File: src/rtl/xor_bist_ctrl_if.sv
// xor_bist_ctrl_if: host and cell-side signals of the XOR self-test controller.
// master = controller, slave = host plus XOR cell.
interface xor_bist_ctrl_if #(
  parameter int ERR_W = 8
);
  logic             start;
  logic             dut_x;
  logic             dut_y;
  logic             dut_z;
  logic             busy;
  logic             done;
  logic             pass;
  logic [ERR_W-1:0] err_count;
  logic [1:0]       first_fail;

  modport master (
    input  start,
    input  dut_z,
    output dut_x,
    output dut_y,
    output busy,
    output done,
    output pass,
    output err_count,
    output first_fail
  );

  modport slave (
    output start,
    output dut_z,
    input  dut_x,
    input  dut_y,
    input  busy,
    input  done,
    input  pass,
    input  err_count,
    input  first_fail
  );
endinterface

File: src/rtl/xor_bist_ctrl.sv
// xor_bist_ctrl: walks a 2-input XOR cell through 00,01,10,11 and counts mismatches.
// Define XOR_BIST_STOP_ON_FAIL_EN to end the run at the first mismatch.
module xor_bist_ctrl #(
  parameter int SETTLE_CYCLES = 2,
  parameter int ROUNDS        = 1,
  parameter int ERR_W         = 8
) (
  input logic             clk,
  input logic             reset,
  xor_bist_ctrl_if.master bus
);
  localparam int CW = (SETTLE_CYCLES > 1) ? $clog2(SETTLE_CYCLES) : 1;
  localparam int RW = (ROUNDS > 1) ? $clog2(ROUNDS) : 1;
  localparam logic [CW-1:0] CNT_LAST = CW'(SETTLE_CYCLES - 1);
  localparam logic [RW-1:0] RND_LAST = RW'(ROUNDS - 1);

  typedef enum logic [1:0] {
    IDLE,
    SETTLE,
    CHECK,
    DONE
  } state_t;

  state_t           state;
  logic [CW-1:0]    cnt;
  logic [RW-1:0]    rnd;
  logic             x_q;
  logic             y_q;
  logic             busy_q;
  logic             done_q;
  logic             pass_q;
  logic [ERR_W-1:0] err_q;
  logic [1:0]       ff_q;

  logic             mismatch;
  logic             last_vec;
  logic             stop;
  logic [1:0]       vec_nxt;
  logic [ERR_W-1:0] err_nxt;

  assign mismatch = bus.dut_z != (x_q ^ y_q);
  assign last_vec = x_q & y_q & (rnd == RND_LAST);
  assign vec_nxt  = {x_q, y_q} + 2'd1;
  assign err_nxt  = (mismatch && !(&err_q)) ? err_q + 1'b1 : err_q;

`ifdef XOR_BIST_STOP_ON_FAIL_EN
  assign stop = last_vec | mismatch;
`else
  assign stop = last_vec;
`endif

  always_ff @(posedge clk) begin
    if (reset) begin
      state  <= IDLE;
      cnt    <= '0;
      rnd    <= '0;
      x_q    <= 1'b0;
      y_q    <= 1'b0;
      busy_q <= 1'b0;
      done_q <= 1'b0;
      pass_q <= 1'b0;
      err_q  <= '0;
      ff_q   <= 2'b00;
    end else begin
      unique case (state)
        IDLE, DONE: begin
          if (bus.start) begin
            state  <= SETTLE;
            cnt    <= '0;
            rnd    <= '0;
            x_q    <= 1'b0;
            y_q    <= 1'b0;
            busy_q <= 1'b1;
            done_q <= 1'b0;
            pass_q <= 1'b0;
            err_q  <= '0;
            ff_q   <= 2'b00;
          end
        end
        SETTLE: begin
          if (cnt == CNT_LAST) begin
            state <= CHECK;
          end else begin
            cnt <= cnt + 1'b1;
          end
        end
        CHECK: begin
          err_q <= err_nxt;
          // err_q only leaves zero on the first mismatch of a run
          if (mismatch && (err_q == '0)) begin
            ff_q <= {x_q, y_q};
          end
          if (stop) begin
            state  <= DONE;
            busy_q <= 1'b0;
            done_q <= 1'b1;
            pass_q <= (err_nxt == '0);
          end else begin
            state <= SETTLE;
            cnt   <= '0;
            x_q   <= vec_nxt[1];
            y_q   <= vec_nxt[0];
            if (x_q & y_q) begin
              rnd <= rnd + 1'b1;
            end
          end
        end
      endcase
    end
  end

  assign bus.dut_x      = x_q;
  assign bus.dut_y      = y_q;
  assign bus.busy       = busy_q;
  assign bus.done       = done_q;
  assign bus.pass       = pass_q;
  assign bus.err_count  = err_q;
  assign bus.first_fail = ff_q;
endmodule

File: src/flat_wrapper.sv
// flat-port wrapper written by rule: the top's interface ports become plain ports
module xor_bist_ctrl_flat 
#(
  parameter int SETTLE_CYCLES = 2,
  parameter int ROUNDS        = 1,
  parameter int ERR_W         = 8
)
  (clk, reset, bus_start, bus_dut_z, bus_dut_x, bus_dut_y, bus_busy, bus_done, bus_pass, bus_err_count, bus_first_fail);
  xor_bist_ctrl_if #(.ERR_W(ERR_W)) bus_i ();
  input logic clk;
  input logic reset;
  input wire logic [$bits(bus_i.start)-1:0] bus_start;
  input wire logic [$bits(bus_i.dut_z)-1:0] bus_dut_z;
  output wire logic [$bits(bus_i.dut_x)-1:0] bus_dut_x;
  output wire logic [$bits(bus_i.dut_y)-1:0] bus_dut_y;
  output wire logic [$bits(bus_i.busy)-1:0] bus_busy;
  output wire logic [$bits(bus_i.done)-1:0] bus_done;
  output wire logic [$bits(bus_i.pass)-1:0] bus_pass;
  output wire logic [$bits(bus_i.err_count)-1:0] bus_err_count;
  output wire logic [$bits(bus_i.first_fail)-1:0] bus_first_fail;
  assign bus_i.start = bus_start;
  assign bus_i.dut_z = bus_dut_z;
  assign bus_dut_x = bus_i.dut_x;
  assign bus_dut_y = bus_i.dut_y;
  assign bus_busy = bus_i.busy;
  assign bus_done = bus_i.done;
  assign bus_pass = bus_i.pass;
  assign bus_err_count = bus_i.err_count;
  assign bus_first_fail = bus_i.first_fail;
  xor_bist_ctrl #(.SETTLE_CYCLES(SETTLE_CYCLES), .ROUNDS(ROUNDS), .ERR_W(ERR_W)) u_core (.clk(clk), .reset(reset), .bus(bus_i));
endmodule
File: config.mk
export PLATFORM = sky130hd
export DESIGN_NAME = xor_bist_ctrl_flat
export DESIGN_NICKNAME = d
export VERILOG_FILES = /design/src/rtl/xor_bist_ctrl_if.sv /design/src/rtl/xor_bist_ctrl.sv /design/src/flat_wrapper.sv
export SDC_FILE = /design/constraint.sdc
export NUM_CORES = 1
export LEC_CHECK = 0
export ABC_CLOCK_PERIOD_IN_PS = 2200
export CAP_MARGIN = 15
export CORE_MARGIN = 1.5
export CORE_UTILIZATION = 50
export DETAILED_ROUTE_END_ITERATION = 7
export PLACE_DENSITY = 0.75
export SYNTH_ARGS = -nofsm -noshare
export SYNTH_HDL_FRONTEND = slang
export SYNTH_SLANG_ARGS = --single-unit
File: constraint.sdc
create_clock -name clk -period 2.2 [get_ports clk]
set_input_delay 0.22 -clock clk [delete_from_list [all_inputs] [get_ports clk]]
set_output_delay 0.22 -clock clk [all_outputs]
set_load 0.02 [all_outputs]
==> results of run 1 <==
[power breakdown]
part | total [mW] | internal, mW | switching (mW)
Combinational | 0.171 | 0.0676 | 0.103
Clock | 0.175 | 0.0675 | 0.107
Sequential | 0.366 | 0.356 | 0.0101
Total | 0.711 | 0.491 | 0.221
[worst max-delay path by stage]
stage	start	to	slack, ps	depth (start not counted)
2_1_floorplan	u_core.bus.dut_y	u_core.bus.pass	310	6
3_3_place_gp	u_core.bus.dut_y	u_core.bus.pass	380	6
3_5_place_dp	u_core.state[0]	u_core.bus.err_count[6]	340	6
4_1_cts	u_core.bus.dut_y	u_core.bus.pass	310	6
5_1_grt	u_core.state[0]	u_core.bus.err_count[3]	130	7
6_report	u_core.bus.dut_y	u_core.bus.pass	300	6
[synthesized netlist by cell type (3+ instances only)]
library cell,number
dfxtp_1,19
o21a_1,3
nand2b_1,3
nor3_1,5
nand3_1,6
a21oi_1,9
o21ai_0,9
inv_1,7
nand4_1,3
a31oi_1,4
a211oi_1,3
nand2_1,20
nor2_1,9
ha_1,6
and3_1,3
buf_2,7
[kinds of logic after synthesis]
logic type                 Yosys count  synth area share (%)
and+or+nand+nor                     62                  26.6
muxes                                3                  2.74
adders and majority gates            6                  6.32
AOI/OAI and AO/OA                   43                  24.1
buffers and inverters               17                  6.11
DFF                                 19                  32.0
xor gates and xnor gates             2                  2.11
[registers in the layout, summed over array words and instances, names as in the netlist]
signal	count
u_core.rnd	1
u_core.state	2
u_core.bus.done	1
u_core.bus.busy	1
u_core.bus.pass	1
u_core.bus.dut_y	1
u_core.bus.dut_x	1
u_core.cnt	1
u_core.bus.err_count	8
u_core.bus.first_fail	2
[cell type report]
cell class                      count  area, sq um  area share (%)
Tap cell                           28         35.0            2.49
Clock inverter                      1         5.00           0.356
Clock buffer                        3         22.5            1.60
Timing Repair Buffer               21          203            14.4
Multi-Input combinational cell    116          736            52.3
Sequential cell                    19          380            27.0
Inverter                            7         26.3            1.87
[worst max-delay path, delay by kind of cell, from the launching register on]
family | cells | cell delay [ps]
xor+xnor | 1 | 240
flops | 1 | 370
simple gates | 1 | 130
fa+ha+maj | 1 | 390
compound gates | 3 | 710
[layer usage]
layer	global-route usage [%]	wire, um	part of all wire, %
met1	29.1	1190	45
met2	38.7	1330	50
met3	4.02	115	4.3
met4	6.14	14	0.53
met5	0	0	0
[stage by stage]
stage          worst slack, ps  hold WS (ps)
3_3_place_gp               380           445
5_1_grt                    134           506
2_1_floorplan              313           444
6_report                   303           464
3_5_place_dp               344           451
4_1_cts                    313           469
==> reports/metrics.cfg, run 1 <==
[power]
leakagePower_nw=0.494
power_density_mw_per_mm2=505
p_total_mw=0.711
peakVddDrop_mv=0.358

[route]
wirelength_um=2660
vias_per_cell=5.92
vias=1154
wl_per_cell_um=13.6
drt_iter0_markers=30
drc=0
dr.pass1.iters=4
ant_nets=0

[synthesis]
synth_edf_count=0
syn_avg_cell_area_sq_um=7.82
synth.distinct_cells=44
synth_warnings=0
ys_seq_area_share_pct=32.0
syn-cell-area_sq_mm=0.00119
synth_top_area_share_pct=32.0
yosys_register_bits=19
synthesis.nets=162
ys.flop_type=dfxtp_1
netlist_top_cells_area=dfxtp_1 (32%), ha_1 (6.3%), nand2_1 (6.3%), a21oi_1 (3.8%), o21ai_0 (3.8%)
syn_inst=152
async_reset_ff_share_pct=0
yosysTopAreaCell=dfxtp_1

[global_route]
grt_max_degree=19
grt_pass1_wl_um=4600
grt_use_total_pct=22.6
antenna_found_initial=0
grt_pass1_vias=1065
grt.overflow.total=0

[clock_tree]
cts_resized=0
clockBufferDepth=2
clkTransAtPathRegs_ps=120
ctsHoldBuffers=0
worstSkewPairLatency_ps=300
cts_tree=done
post_cts_buffers=0
ctsHtreeMaxLevel=1
numCtsBuffers=3
cts-root-buf=clkbuf_4
cts.sinks=19

[timing]
finClkSkew_ps=15.6
worst_slew_pin_slew_ps=683
fmax_mhz=527
fin_crit_sh_pct=86.2
drv_slew=0
finalWorstPathRequiredPeriod_ps=1900
relSlewSlack_pct=54.0
tns_ps=0
setup_viol=0
rsz0062_at_grt=no
hold_viol=0

[finish]
nFillCells=217
utilization_pct=63.0
fin_area_sq_mm=0.00141
synthToLayoutAreaGrowth_pct=18.4
final_common_cell=nand2_1
fin_nets=178
drive_gt1_share_pct=8.38
final_cell_mix=nand2_1 (20), dfxtp_1 (19), clkdlybuf4s50_1 (18)
num_antenna_cells=0
stdcell_count=195

[critical_path]
worstReg2RegEnd=u_core.bus.pass
crit_fanout=7
r2r_slack_ps=300
path_class=flip-flop to flip-flop
path_cells=ha_1 -> xor2_2 -> a21o_2 -> a2111oi_2 -> nand4b_1 -> o21ai_1
cp-start-kind=flip-flop
required_ps=2440
critPathMaxStageDelay_ps=390
cp.arrival_ps=2140
reg2reg_depth=6
worstSetupEndpointType=flip-flop
cp_slowest_cell=ha_1
rr_startpoint=u_core.bus.dut_y

[placement]
dpl.cell_count=191
place_congestion=0.918
hpwl_um=1990
io_buffers=18
place_area_sq_mm=0.00138

[min_path]
hold_path_class=flip-flop to flip-flop
min_to=u_core.bus.done
hold_start=u_core.bus.done
min_path_cells=2

[flow_run]
drv_cap=0

[floorplanning]
fp.dieW_um=51.8
pin_count=19
die_h_um=51.8
coreArea_sq_mm=0.00223
start_util_pct=53.2
dieArea_sq_mm=0.00268
num_rows=17

[outcome]
status=finished clean

(Power assumes the default switching activity.)
==> run 2, diff against run 1 <==
Settings changed: CORE_ASPECT_RATIO set to 0.7, CTS_CLUSTER_DIAMETER set to 50.
==> run 2 against run 1 <==
Wire length rose by 6.5%. Fmax decreased by 6.4%. Register-to-register slack got worse by 130 ps. Cell area barely moved. Clock skew decreased by 13 ps. Largest power group unchanged.
==> reports/metrics.cfg, run 2 (synthesized netlist as in run 1, its figures left out) <==
[floorplanning]
pin_count=19
coreArea_sq_mm=0.00219
start_util_pct=54.3
fp.dieW_um=61.3
dieArea_sq_mm=0.00268
die_h_um=43.8
num_rows=14

[route]
wl_per_cell_um=14.3
wirelength_um=2830
dr.pass1.iters=4
drt_iter0_markers=59
ant_nets=0
vias_per_cell=5.92
vias=1172
drc=0

[global_route]
grt_pass1_wl_um=4740
grt_pass1_vias=971
antenna_found_initial=0
grt_use_total_pct=23.9
grt.overflow.total=0
grt_max_degree=19

[timing]
relSlewSlack_pct=62.1
drv_slew=0
hold_viol=0
rsz0062_at_grt=no
worst_slew_pin_slew_ps=562
setup_ws_ps=174
finalWorstPathRequiredPeriod_ps=2030
fin_crit_sh_pct=92.1
tns_ps=0
fmax_mhz=494
finClkSkew_ps=3.05
setup_viol=0

[clock_tree]
cts-root-buf=clkbuf_4
cts.sinks=19
ctsHtreeMaxLevel=1
clockBufferDepth=2
numCtsBuffers=3
post_cts_buffers=0
worstSkewPairLatency_ps=310
cts_tree=done
clkTransAtPathRegs_ps=110

[finish]
largest_reg_flops=8
synthToLayoutAreaGrowth_pct=18.3
num_antenna_cells=0
drive_gt1_share_pct=7.83
nFillCells=199
final_cell_mix=nand2_1 (20), dfxtp_1 (19), clkdlybuf4s50_1 (18)
ff_latch_area_sq_um=380
multi_input_area_sq_um=738
fin_nets=177
final_common_cell=nand2_1

[placement]
place_congestion=1.01
preCtsSetupSlack_ps=116
io_buffers=18
hpwl_um=2040

[power]
peakVddDrop_mv=0.420
leakagePower_nw=0.487
p_total_mw=0.712
power_density_mw_per_mm2=506

[critical_path]
reg2reg_depth=7
path_class=flip-flop to flip-flop
cp.arrival_ps=2290
crit_fanout=10
required_ps=2460
worstSetupEndpointType=flip-flop
cp-start-kind=flip-flop

[flow_run]
drv_cap=0

[min_path]
min_path_cells=2
hold_path_class=flip-flop to flip-flop

[outcome]
status=finished clean

==> run 2: cell count changes in the layout (fill, tap and decap cells not counted), sizes merged <==
cell	change
buf	-1
clkbuf	+1
clkinv	-1
==> run 2: power by group <==
part,switching [mW],total (mW),internal (mW)
sequential,0.0108,0.366,0.356
clock,0.116,0.187,0.0710
combinational,0.101,0.159,0.0576
total,0.228,0.712,0.484
==> run 2: path summary, 6_finish.rpt <==
| kind | from | to | slack (ps) |
|---|---|---|---|
| worst max-delay path | u_core.state[0] | u_core.bus.first_fail[0] | 170 |
| worst min-delay path | u_core.bus.busy | u_core.bus.busy | 460 |
| worst max register to register | u_core.state[0] | u_core.bus.first_fail[0] | 170 |
| worst min register to register | u_core.bus.busy | u_core.bus.busy | 460 |
==> run 2: timing repair <==
action                                  4_1_cts  5_1_grt
gates resized for setup                       0        1
hold buffers                                  0        0
endpoints found under the setup margin        0        7
==> run 2: area by class of cell <==
class                           count  share of cell area [%]
Timing Repair Buffer               20                    13.9
Multi-Input combinational cell    116                    52.5
Sequential cell                    19                    27.0
Inverter                            7                    1.87
Clock buffer                        4                    1.87
Tap cell                           32                    2.85
==> run 2: metal layers <==
metal | track usage, % | routed length (um) | vias up
li1 | - | - | 580
met1 | 38.1 | 1380 | 539
met2 | 30.0 | 1160 | 49
met3 | 7.16 | 258 | 4
met4 | 6.96 | 29 | 0
met5 | 0 | 0 | -
==> run 2: critical path, stage by stage, from the launching register on <==
cell and delay [ps]:
dfxtp_1 410, inv_1 60, ha_1 380, nand2b_2 210, o21a_1 320, nand4_1 200, mux2_2 320, nor2_1 80
==> run 2: stage by stage <==
step | utilization (%) | hold slack [ps] | instance area, sq um | std cells
floorplan | - | 444 | 1190 | 152
global placement | 62.9 | 441 | 1380 | 194
detailed placement | 62.9 | 449 | 1380 | 194
CTS | 64.1 | 465 | 1400 | 198
global route | 64.2 | 478 | 1410 | 198
finish | 64.2 | 461 | 1410 | 198
